==> src/rtl/bus_seq_pkg.sv <==
// Shared definitions for the bus sequencer: opcodes, bus source indices,
// FSM state encoding and instruction classes.
package bus_seq_pkg;

  localparam int NUM_REGS_DEF = 16;
  localparam int DRV_W_DEF    = 24;
  localparam int OP_W_DEF     = 5;

  localparam logic [4:0] OP_ADD  = 5'd0;
  localparam logic [4:0] OP_SUB  = 5'd1;
  localparam logic [4:0] OP_AND  = 5'd2;
  localparam logic [4:0] OP_OR   = 5'd3;
  localparam logic [4:0] OP_SHR  = 5'd4;
  localparam logic [4:0] OP_SHL  = 5'd5;
  localparam logic [4:0] OP_ROR  = 5'd6;
  localparam logic [4:0] OP_ROL  = 5'd7;
  localparam logic [4:0] OP_NEG  = 5'd8;
  localparam logic [4:0] OP_ADDI = 5'd9;
  localparam logic [4:0] OP_MUL  = 5'd10;
  localparam logic [4:0] OP_DIV  = 5'd11;
  localparam logic [4:0] OP_MFHI = 5'd12;
  localparam logic [4:0] OP_MFLO = 5'd13;
  localparam logic [4:0] OP_IN   = 5'd14;
  localparam logic [4:0] OP_NOP  = 5'd15;
  localparam logic [4:0] OP_HALT = 5'd16;

  localparam int DRV_R0     = 0;
  localparam int DRV_HI     = 16;
  localparam int DRV_LO     = 17;
  localparam int DRV_ZHI    = 18;
  localparam int DRV_ZLO    = 19;
  localparam int DRV_PC     = 20;
  localparam int DRV_MDR    = 21;
  localparam int DRV_INPORT = 22;
  localparam int DRV_C      = 23;

  typedef enum logic [3:0] {
    ST_IDLE   = 4'd0,
    ST_F0     = 4'd1,
    ST_F1     = 4'd2,
    ST_F2     = 4'd3,
    ST_EX_A   = 4'd4,
    ST_EX_B   = 4'd5,
    ST_EX_C   = 4'd6,
    ST_EX_D   = 4'd7,
    ST_HALTED = 4'd8,
    ST_TRAP   = 4'd9
  } state_e;

  typedef enum logic [3:0] {
    CLS_ALU     = 4'd0,
    CLS_ADDI    = 4'd1,
    CLS_MULDIV  = 4'd2,
    CLS_MFHI    = 4'd3,
    CLS_MFLO    = 4'd4,
    CLS_IN      = 4'd5,
    CLS_NOP     = 4'd6,
    CLS_HALT    = 4'd7,
    CLS_ILLEGAL = 4'd8
  } ins_class_e;

endpackage

==> src/rtl/bus_sequencer_decode.sv <==
// Opcode decoder: instruction class plus index of the last execute state
// (0=EX_A .. 3=EX_D). Illegal opcodes map to a trap class under ILLEGAL_OP_TRAP_EN.
import bus_seq_pkg::*;

module bus_seq_decode (
  input  logic [4:0]  op_i,
  output ins_class_e  cls_o,
  output logic [1:0]  ex_last_o
);

  always_comb begin
    cls_o     = CLS_NOP;
    ex_last_o = 2'd0;
    if (op_i <= OP_NEG) begin
      cls_o     = CLS_ALU;
      ex_last_o = 2'd2;
    end else begin
      case (op_i)
        OP_ADDI: begin
          cls_o     = CLS_ADDI;
          ex_last_o = 2'd2;
        end
        OP_MUL, OP_DIV: begin
          cls_o     = CLS_MULDIV;
          ex_last_o = 2'd3;
        end
        OP_MFHI: cls_o = CLS_MFHI;
        OP_MFLO: cls_o = CLS_MFLO;
        OP_IN:   cls_o = CLS_IN;
        OP_NOP:  cls_o = CLS_NOP;
        OP_HALT: cls_o = CLS_HALT;
`ifdef ILLEGAL_OP_TRAP_EN
        default: cls_o = CLS_ILLEGAL;
`else
        default: cls_o = CLS_NOP;
`endif
      endcase
    end
  end

endmodule

==> src/rtl/bus_sequencer.sv <==
// Hardwired fetch/execute sequencer driving the shared CPU bus (Moore outputs).
// Optional ILLEGAL_OP_TRAP_EN: opcodes 17-31 enter a sticky TRAP state instead of acting as NOP.
import bus_seq_pkg::*;

module bus_sequencer #(
  parameter int NUM_REGS = NUM_REGS_DEF,
  parameter int DRV_W    = DRV_W_DEF,
  parameter int OP_W     = OP_W_DEF
) (
  input  logic                clock_i,
  input  logic                clear_i,
  input  logic                run_i,
  input  logic [31:0]         ir_i,
  input  logic                mem_ready_i,
  output logic [DRV_W-1:0]    drv_sel_o,
  output logic [NUM_REGS-1:0] reg_in_o,
  output logic                ld_pc_o,
  output logic                ld_ir_o,
  output logic                ld_mar_o,
  output logic                ld_mdr_o,
  output logic                ld_y_o,
  output logic                ld_z_o,
  output logic                ld_hi_o,
  output logic                ld_lo_o,
  output logic                inc_pc_o,
  output logic                mem_read_o,
  output logic [OP_W-1:0]     alu_op_o,
  output logic                busy_o,
  output logic                halted_o,
  output logic                trap_o
);

  state_e     state_q, state_d;
  ins_class_e cls;
  logic [1:0] ex_last;
  logic       ex_done;

  logic [4:0] op;
  logic [3:0] ra, rb, rc;
  logic       ir_unused;

  assign op        = ir_i[31:27];
  assign ra        = ir_i[26:23];
  assign rb        = ir_i[22:19];
  assign rc        = ir_i[18:15];
  assign ir_unused = ^ir_i[14:0];

  bus_seq_decode u_decode (
    .op_i      (op),
    .cls_o     (cls),
    .ex_last_o (ex_last)
  );

  always_ff @(posedge clock_i or posedge clear_i) begin
    if (clear_i) state_q <= ST_IDLE;
    else         state_q <= state_d;
  end

  always_comb begin
    state_d    = state_q;
    ex_done    = 1'b0;
    drv_sel_o  = '0;
    reg_in_o   = '0;
    ld_pc_o    = 1'b0;
    ld_ir_o    = 1'b0;
    ld_mar_o   = 1'b0;
    ld_mdr_o   = 1'b0;
    ld_y_o     = 1'b0;
    ld_z_o     = 1'b0;
    ld_hi_o    = 1'b0;
    ld_lo_o    = 1'b0;
    inc_pc_o   = 1'b0;
    mem_read_o = 1'b0;
    alu_op_o   = '0;
    busy_o     = 1'b0;
    halted_o   = 1'b0;
    trap_o     = 1'b0;

    case (state_q)
      ST_IDLE: if (run_i) state_d = ST_F0;
      ST_F0: begin
        busy_o            = 1'b1;
        drv_sel_o[DRV_PC] = 1'b1;
        ld_mar_o          = 1'b1;
        inc_pc_o          = 1'b1;
        ld_z_o            = 1'b1;
        state_d           = ST_F1;
      end
      // PC/MDR loads repeat while waiting; the values do not change.
      ST_F1: begin
        busy_o             = 1'b1;
        drv_sel_o[DRV_ZLO] = 1'b1;
        ld_pc_o            = 1'b1;
        mem_read_o         = 1'b1;
        ld_mdr_o           = 1'b1;
        if (mem_ready_i) state_d = ST_F2;
      end
      ST_F2: begin
        busy_o             = 1'b1;
        drv_sel_o[DRV_MDR] = 1'b1;
        ld_ir_o            = 1'b1;
        state_d            = ST_EX_A;
      end
      ST_EX_A: begin
        busy_o = 1'b1;
        case (cls)
          CLS_ALU, CLS_ADDI, CLS_MULDIV: begin
            drv_sel_o = DRV_W'(1) << (DRV_R0 + int'(rb));
            ld_y_o    = 1'b1;
          end
          CLS_MFHI: begin
            drv_sel_o[DRV_HI] = 1'b1;
            reg_in_o          = NUM_REGS'(1) << ra;
          end
          CLS_MFLO: begin
            drv_sel_o[DRV_LO] = 1'b1;
            reg_in_o          = NUM_REGS'(1) << ra;
          end
          CLS_IN: begin
            drv_sel_o[DRV_INPORT] = 1'b1;
            reg_in_o              = NUM_REGS'(1) << ra;
          end
          default: ;
        endcase
        if (cls == CLS_HALT)              state_d = ST_HALTED;
`ifdef ILLEGAL_OP_TRAP_EN
        else if (cls == CLS_ILLEGAL)      state_d = ST_TRAP;
`endif
        else if (ex_last == 2'd0)         ex_done = 1'b1;
        else                              state_d = ST_EX_B;
      end
      ST_EX_B: begin
        busy_o = 1'b1;
        ld_z_o = 1'b1;
        if (cls == CLS_ADDI) begin
          drv_sel_o[DRV_C] = 1'b1;
        end else begin
          drv_sel_o = DRV_W'(1) << (DRV_R0 + int'(rc));
          alu_op_o  = OP_W'(op);
        end
        if (ex_last == 2'd1) ex_done = 1'b1;
        else                 state_d = ST_EX_C;
      end
      ST_EX_C: begin
        busy_o             = 1'b1;
        drv_sel_o[DRV_ZLO] = 1'b1;
        if (cls == CLS_MULDIV) ld_lo_o  = 1'b1;
        else                   reg_in_o = NUM_REGS'(1) << ra;
        if (ex_last == 2'd2) ex_done = 1'b1;
        else                 state_d = ST_EX_D;
      end
      ST_EX_D: begin
        busy_o             = 1'b1;
        drv_sel_o[DRV_ZHI] = 1'b1;
        ld_hi_o            = 1'b1;
        ex_done            = 1'b1;
      end
      ST_HALTED: halted_o = 1'b1;
      ST_TRAP: begin
`ifdef ILLEGAL_OP_TRAP_EN
        trap_o = 1'b1;
`endif
      end
      default: state_d = ST_IDLE;
    endcase

    if (ex_done) state_d = run_i ? ST_F0 : ST_IDLE;
  end

endmodule
==> config.mk <==
export PLATFORM = sky130hd
export DESIGN_NAME = bus_sequencer
export DESIGN_NICKNAME = d
export VERILOG_FILES = /design/src/rtl/bus_seq_pkg.sv /design/src/rtl/bus_sequencer_decode.sv /design/src/rtl/bus_sequencer.sv
export SDC_FILE = /design/constraint.sdc
export NUM_CORES = 1
export LEC_CHECK = 0
export ABC_CLOCK_PERIOD_IN_PS = 2800
export BUFFER_PORTS_ARGS = -buffer_cell sky130_fd_sc_hd__buf_2
export CORE_ASPECT_RATIO = 1.1
export CORE_MARGIN = 5
export CORE_UTILIZATION = 30
export CTS_BUF_LIST = sky130_fd_sc_hd__clkbuf_8
export DETAILED_ROUTE_END_ITERATION = 8
export PLACE_DENSITY = 0.69
export SYNTH_ARGS = -nofsm -noshare
export SYNTH_HDL_FRONTEND = slang
export SYNTH_SLANG_ARGS = --single-unit
==> constraint.sdc <==
create_clock -name clock_i -period 2.8 [get_ports clock_i]
set_input_delay 0.42 -clock clock_i [delete_from_list [all_inputs] [get_ports clock_i]]
set_output_delay 0.42 -clock clock_i [all_outputs]
set_load 0.01 [all_outputs]
==> Word-level counts from Yosys, hierarchy flattened <==
Cells that the tools add are included.
{ "totals": {"register_bits": 4, "in_bits": 36, "out_inout_bits": 58, "wordCells": 94} }
{ "op_classes": {"n_lt_le_gt_ge": 1, "n_eq_ne": 30, "n_shift": 3, "muxes": 48, "reduce_logical": 11} }
{ "op_table": {"columns": ["operator", "count"], "rows": [
  ["2-to-1 mux 16 bit", 3],
  ["<< shifter 1 x 4 -> 24 bit, first input constant", 2],
  ["2-to-1 mux 4 bit", 9],
  ["case mux 18 bit (2 select lines)", 1],
  ["case mux 16 bit (2 select lines)", 1],
  ["case mux 4 bit (8 select lines)", 1],
  ["equality test 5 x 4 -> 1 bit, second input constant", 6],
  ["equality test 4 x 3 -> 1 bit, second input constant", 7],
  ["2-to-1 mux 23 bit", 1],
  ["2-to-1 mux 1 bit", 18],
  ["case mux 3 bit (6 select lines)", 1],
  ["equality test 4 x 2 -> 1 bit, second input constant", 4],
  ["<< shifter 1 x 4 -> 16 bit, first input constant", 1],
  ["!= test 3 bit, second input constant", 4],
  ["case mux 1 bit (3 select lines)", 4],
  ["2-to-1 mux 5 bit", 2],
  ["OR reduction 3 bit", 3],
  ["equality test 4 x 1 -> 1 bit, second input constant", 2],
  ["equality test 4 bit, second input constant", 2],
  ["zero test 4 bit", 2],
  ["case mux 2 bit (2 select lines)", 2],
  ["OR reduction 7 bit", 1],
  ["case mux 1 bit (2 select lines)", 3],
  ["AND reduction 6 bit", 1],
  ["other kinds (10)", 12]
]} }

==> Logic depth before layout (Yosys ltp) <==
{ "depth": {"ltp_word": 10, "depth_mapped": 6, "ltp_nobuf": 4} }

==> Modules after synthesis <==
From an unflattened synthesis, not the netlist that was laid out.
{ "hier_totals": {"hier_cells": 167, "hier_area_um2": 1114.8} }
{ "by_module_without_submodules": {"columns": ["mod", "instances", "cells_each", "area_each_um2", "seq_area_each_um2"], "rows": [
  ["bus_sequencer", 1, 152, 1016.0, 100.1],
  ["bus_seq_decode", 1, 15, 98.8, 0.0]
]} }

==> Worst setup path before layout <==
No wires, ideal clock.
{ "synth_path": {"path_kind": "register to output", "from": "register state_q[3]", "to": "output port reg_in_o[10]", "arrival_ps": 1933, "required_time_ps": 2380, "path_slack_ps": 447, "path_stages_with_launch": 6, "n_path_buf": 1, "path_cell_list": "dfrtp_1 or4b_4 nand4bb_4 a22o_4 buf_6 nor3_1"} }
{ "synth_between": {"elab_chain_len": 2, "word_cells_on_any_way": 3, "classes_between": "2 x eq/ne; 1 x mux"} }
{ "synth_lines": {"columns": ["element", "line_no", "source"], "rows": [
  ["start, declared", "bus_sequencer.sv:33", "state_e state_q, state_d;"],
  ["start signal, assigned", "bus_sequencer.sv:56", "else state_q <= state_d;"],
  ["equality test 4 x 3 -> 1 bit", "bus_sequencer.sv:79", "case (state_q)"],
  ["case mux 16 bit (2 select lines) *", "bus_sequencer.sv:79", null],
  ["end, declared", "bus_sequencer.sv:16", "output logic [NUM_REGS-1:0] reg_in_o,"]
]} }
Every way passes the cells marked *; elsewhere a longest branch is shown, timed or not.

==> Worst setup path after layout <==
{ "layout_path": {"from": "register state_q[0]", "to": "output port reg_in_o[5]"} }
Same word-level chain as after synthesis.

==> flow_metrics.tcl <==
set metrics [dict create \
    grt_use_total_pct 13.63 \
    synth_top_area_share_pct 10.53 \
    clock-sinks 4 \
    cts_made_buffers 3 \
    globalRouteOverflowTotal 0 \
    grt_max_degree 17 \
    largest_reg_flops 4 \
    async_reset_ff_share_pct 100.0 \
    p_total_uw 759.4 \
    slowest_stage "or4b_4" \
    hold_buffers 0 \
    hp-class "in2async" \
    clock_latency_ns 0.22 \
    fin_nets 244 \
    viasPerCell 5.496 \
    crit_chain "or4b_4 -> nand4bb_4 -> a22o_2 -> nor3_1 -> buf_2" \
    start_util_pct 31.20 \
    finalWeightedCongestion 0.7829 \
    yosys_warnings 0 \
    grt_pass1_wl_mm 5.140 \
    drt_drc_violations_left 0 \
    dieArea_um2 4397 \
    syn_inst 136 \
    status "complete, no violations" \
    place_area_um2 1316 \
    ys_ff_latch 4 \
    synth_area_um2 950.9 \
    cts-root-buf "clkbuf_8" \
    r2r_setup_slack_ns 1.00 \
    yosys-top-cells-count "nor3_1, nand2_1, nand2b_1" \
    syn_nets 172 \
    path_class "reg2out" \
    reg2reg_to "state_q[0]" \
    p_leak_uw 0.0007003 \
    setup_violations 0 \
    ant_nets 0 \
    fin_tns_setup_ns 0 \
    synth_flop_cell "dfrtp_1" \
    yosysMostFrequentCell "nor3_1" \
    ys_seq_area_share_pct 10.53 \
    maxCapViolations 0 \
    critical_path_required_ns 2.38 \
    io_buffers 77 \
    clkTransAtPathRegs_ns 0.03 \
    area_growth_pct 46.05 \
    core_um2 3048 \
    p_per_area_nw_per_um2 546.8 \
    cpPeakStageDelay_ns 0.58 \
    r2r_cells 4 \
    fin_crit_ns 2.656 \
    drt_wl_total_mm 3.348 \
    finClkSkew_ns 0.004733 \
    grt_setup_unrepaired "false" \
    end_kind "primary output" \
    n_antenna_cell 0 \
    timing.final.ws_setup_ns 0.1436 \
    final_hold_viol_count 0 \
    die_w_um 63.68 \
    design_area_um2 1389 \
    synth-edff-count 0 \
    arrival_ns 2.24 \
    synthDistinctLibCells 40 \
    max_flop_register "state_q" \
    vias 1319 \
    rows 21 \
    peakVddDrop_mv 0.4982 \
    wl_per_cell_um 13.95 \
    syn_avg_cell_area_um2 6.992 \
    crit_path_start_kind "register" \
    timing.rr.start "state_q[0]" \
    antenna_found_initial 0 \
    die_h_um 69.05 \
    slew_viol_final 0 \
    path_max_fanout 12 \
    period_share_pct 94.87 \
    ioPinCount 94 \
    drtPass1Iterations 5 \
    cts_max_level 1 \
    grt_pass1_vias 1133 \
    cts_buffer_depth 2 \
    drive_above_1_share_pct 48.06 \
    cts_tree "yes" \
    clock.fmax_mhz 376.5 \
    top_regs "state_q: 4 flops" \
    post-dp-hpwl_mm 2.655 \
    ys_top_cells_by_area "dfrtp_1, nor3_1, o32ai_1" \
    synth_top_area_cell "dfrtp_1" \
    first_iter_violations 159 \
    preCtsSetupSlack_ns 0.3335 \
]
metrics by stage:
stage	utilization, %	instances	hold slack, ns
2_1_floorplan	-	136	0.1861
3_3_place_gp	43.19	236	0.3045
3_5_place_dp	43.19	236	0.3071
4_1_cts	44.54	239	0.07233
5_1_grt	45.57	240	0.09035
6_report	45.57	240	0.07079
how the worst max path moves through the flow:
stage | startpoint | end | cells past startpoint | slack (ns)
2_1_floorplan | state_q[3] | reg_in_o[10] | 5 | 0.45
3_3_place_gp | state_q[0] | reg_in_o[4] | 5 | 0.31
3_5_place_dp | state_q[0] | reg_in_o[8] | 5 | 0.33
4_1_cts | state_q[0] | reg_in_o[8] | 5 | 0.08
5_1_grt | state_q[0] | reg_in_o[8] | 5 | 0.03
6_report | state_q[0] | reg_in_o[5] | 5 | 0.14
critical path: cells and delay by family, from the launching register on:
kind / cells / cell delay, ns
simple gates: 3 / 1.07
flops: 1 / 0.46
buf+inv: 1 / 0.16
compound gates: 1 / 0.32
cell type report:
type                            instances  area (µm²)
Timing Repair Buffer                   80       407.9
Sequential cell                         4       102.6
Tap cell                               34       42.54
Multi-Input combinational cell        117       787.0
Inverter                                2       7.507
Fill cell                             316        1659
Clock buffer                            3       41.29
report_power, final:
part / internal (µW) / switching [µW]
Combinational: 222 / 287
Sequential: 84.5 / 43.7
Clock: 91.7 / 30.4
Total: 398 / 361
per-layer routing:
| metal | track usage (%) | wire length [µm] | vias up |
|---|---|---|---|
| met2 | 23.59 | 1569 | 66 |
| met5 | 0 | 0 | - |
| met1 | 16.42 | 1432 | 583 |
| li1 | - | - | 668 |
| met3 | 3.571 | 322 | 2 |
| met4 | 3.464 | 23 | 0 |
cell usage in the layout, fill, tap and decap left out, types with 2 or more instances in the layout:
cell type	synthesis	layout
a21o_1	3	3
a21oi_1	2	2
and2_1	5	5
and4b_1	2	2
buf_2	2	77
buf_4	6	3
clkbuf_8	0	3
dfrtp_1	4	2
dfrtp_2	0	2
inv_1	2	2
nand2_1	11	11
nand2b_1	10	10
nand3_1	4	4
nand3b_1	2	2
nor2_1	9	9
nor3_1	19	19
nor3b_1	3	3
nor4_1	5	2
nor4_2	1	4
o21ai_0	2	2
o22ai_1	9	9
o32ai_1	8	8
or2_2	4	4
timing repair:
action | CTS | global route
hold endpoints to repair | 0 | 0
endpoints found under the setup margin | 0 | 6
resized for setup | 0 | 5
buffers inserted | 0 | 0
cell families after synthesis:
kind of cell           count (synthesis)  share of synthesized area, %
AO/OA/AOI/OAI                         29                         23.16
multiplexers                           1                         1.053
other                                  1                        0.3944
XOR/XNOR                               1                        0.9212
AND/OR/NAND/NOR                       84                         54.21
buffers and inverters                 16                         9.737
flip-flops                             4                         10.53
Power figures use the tool's default switching activity.
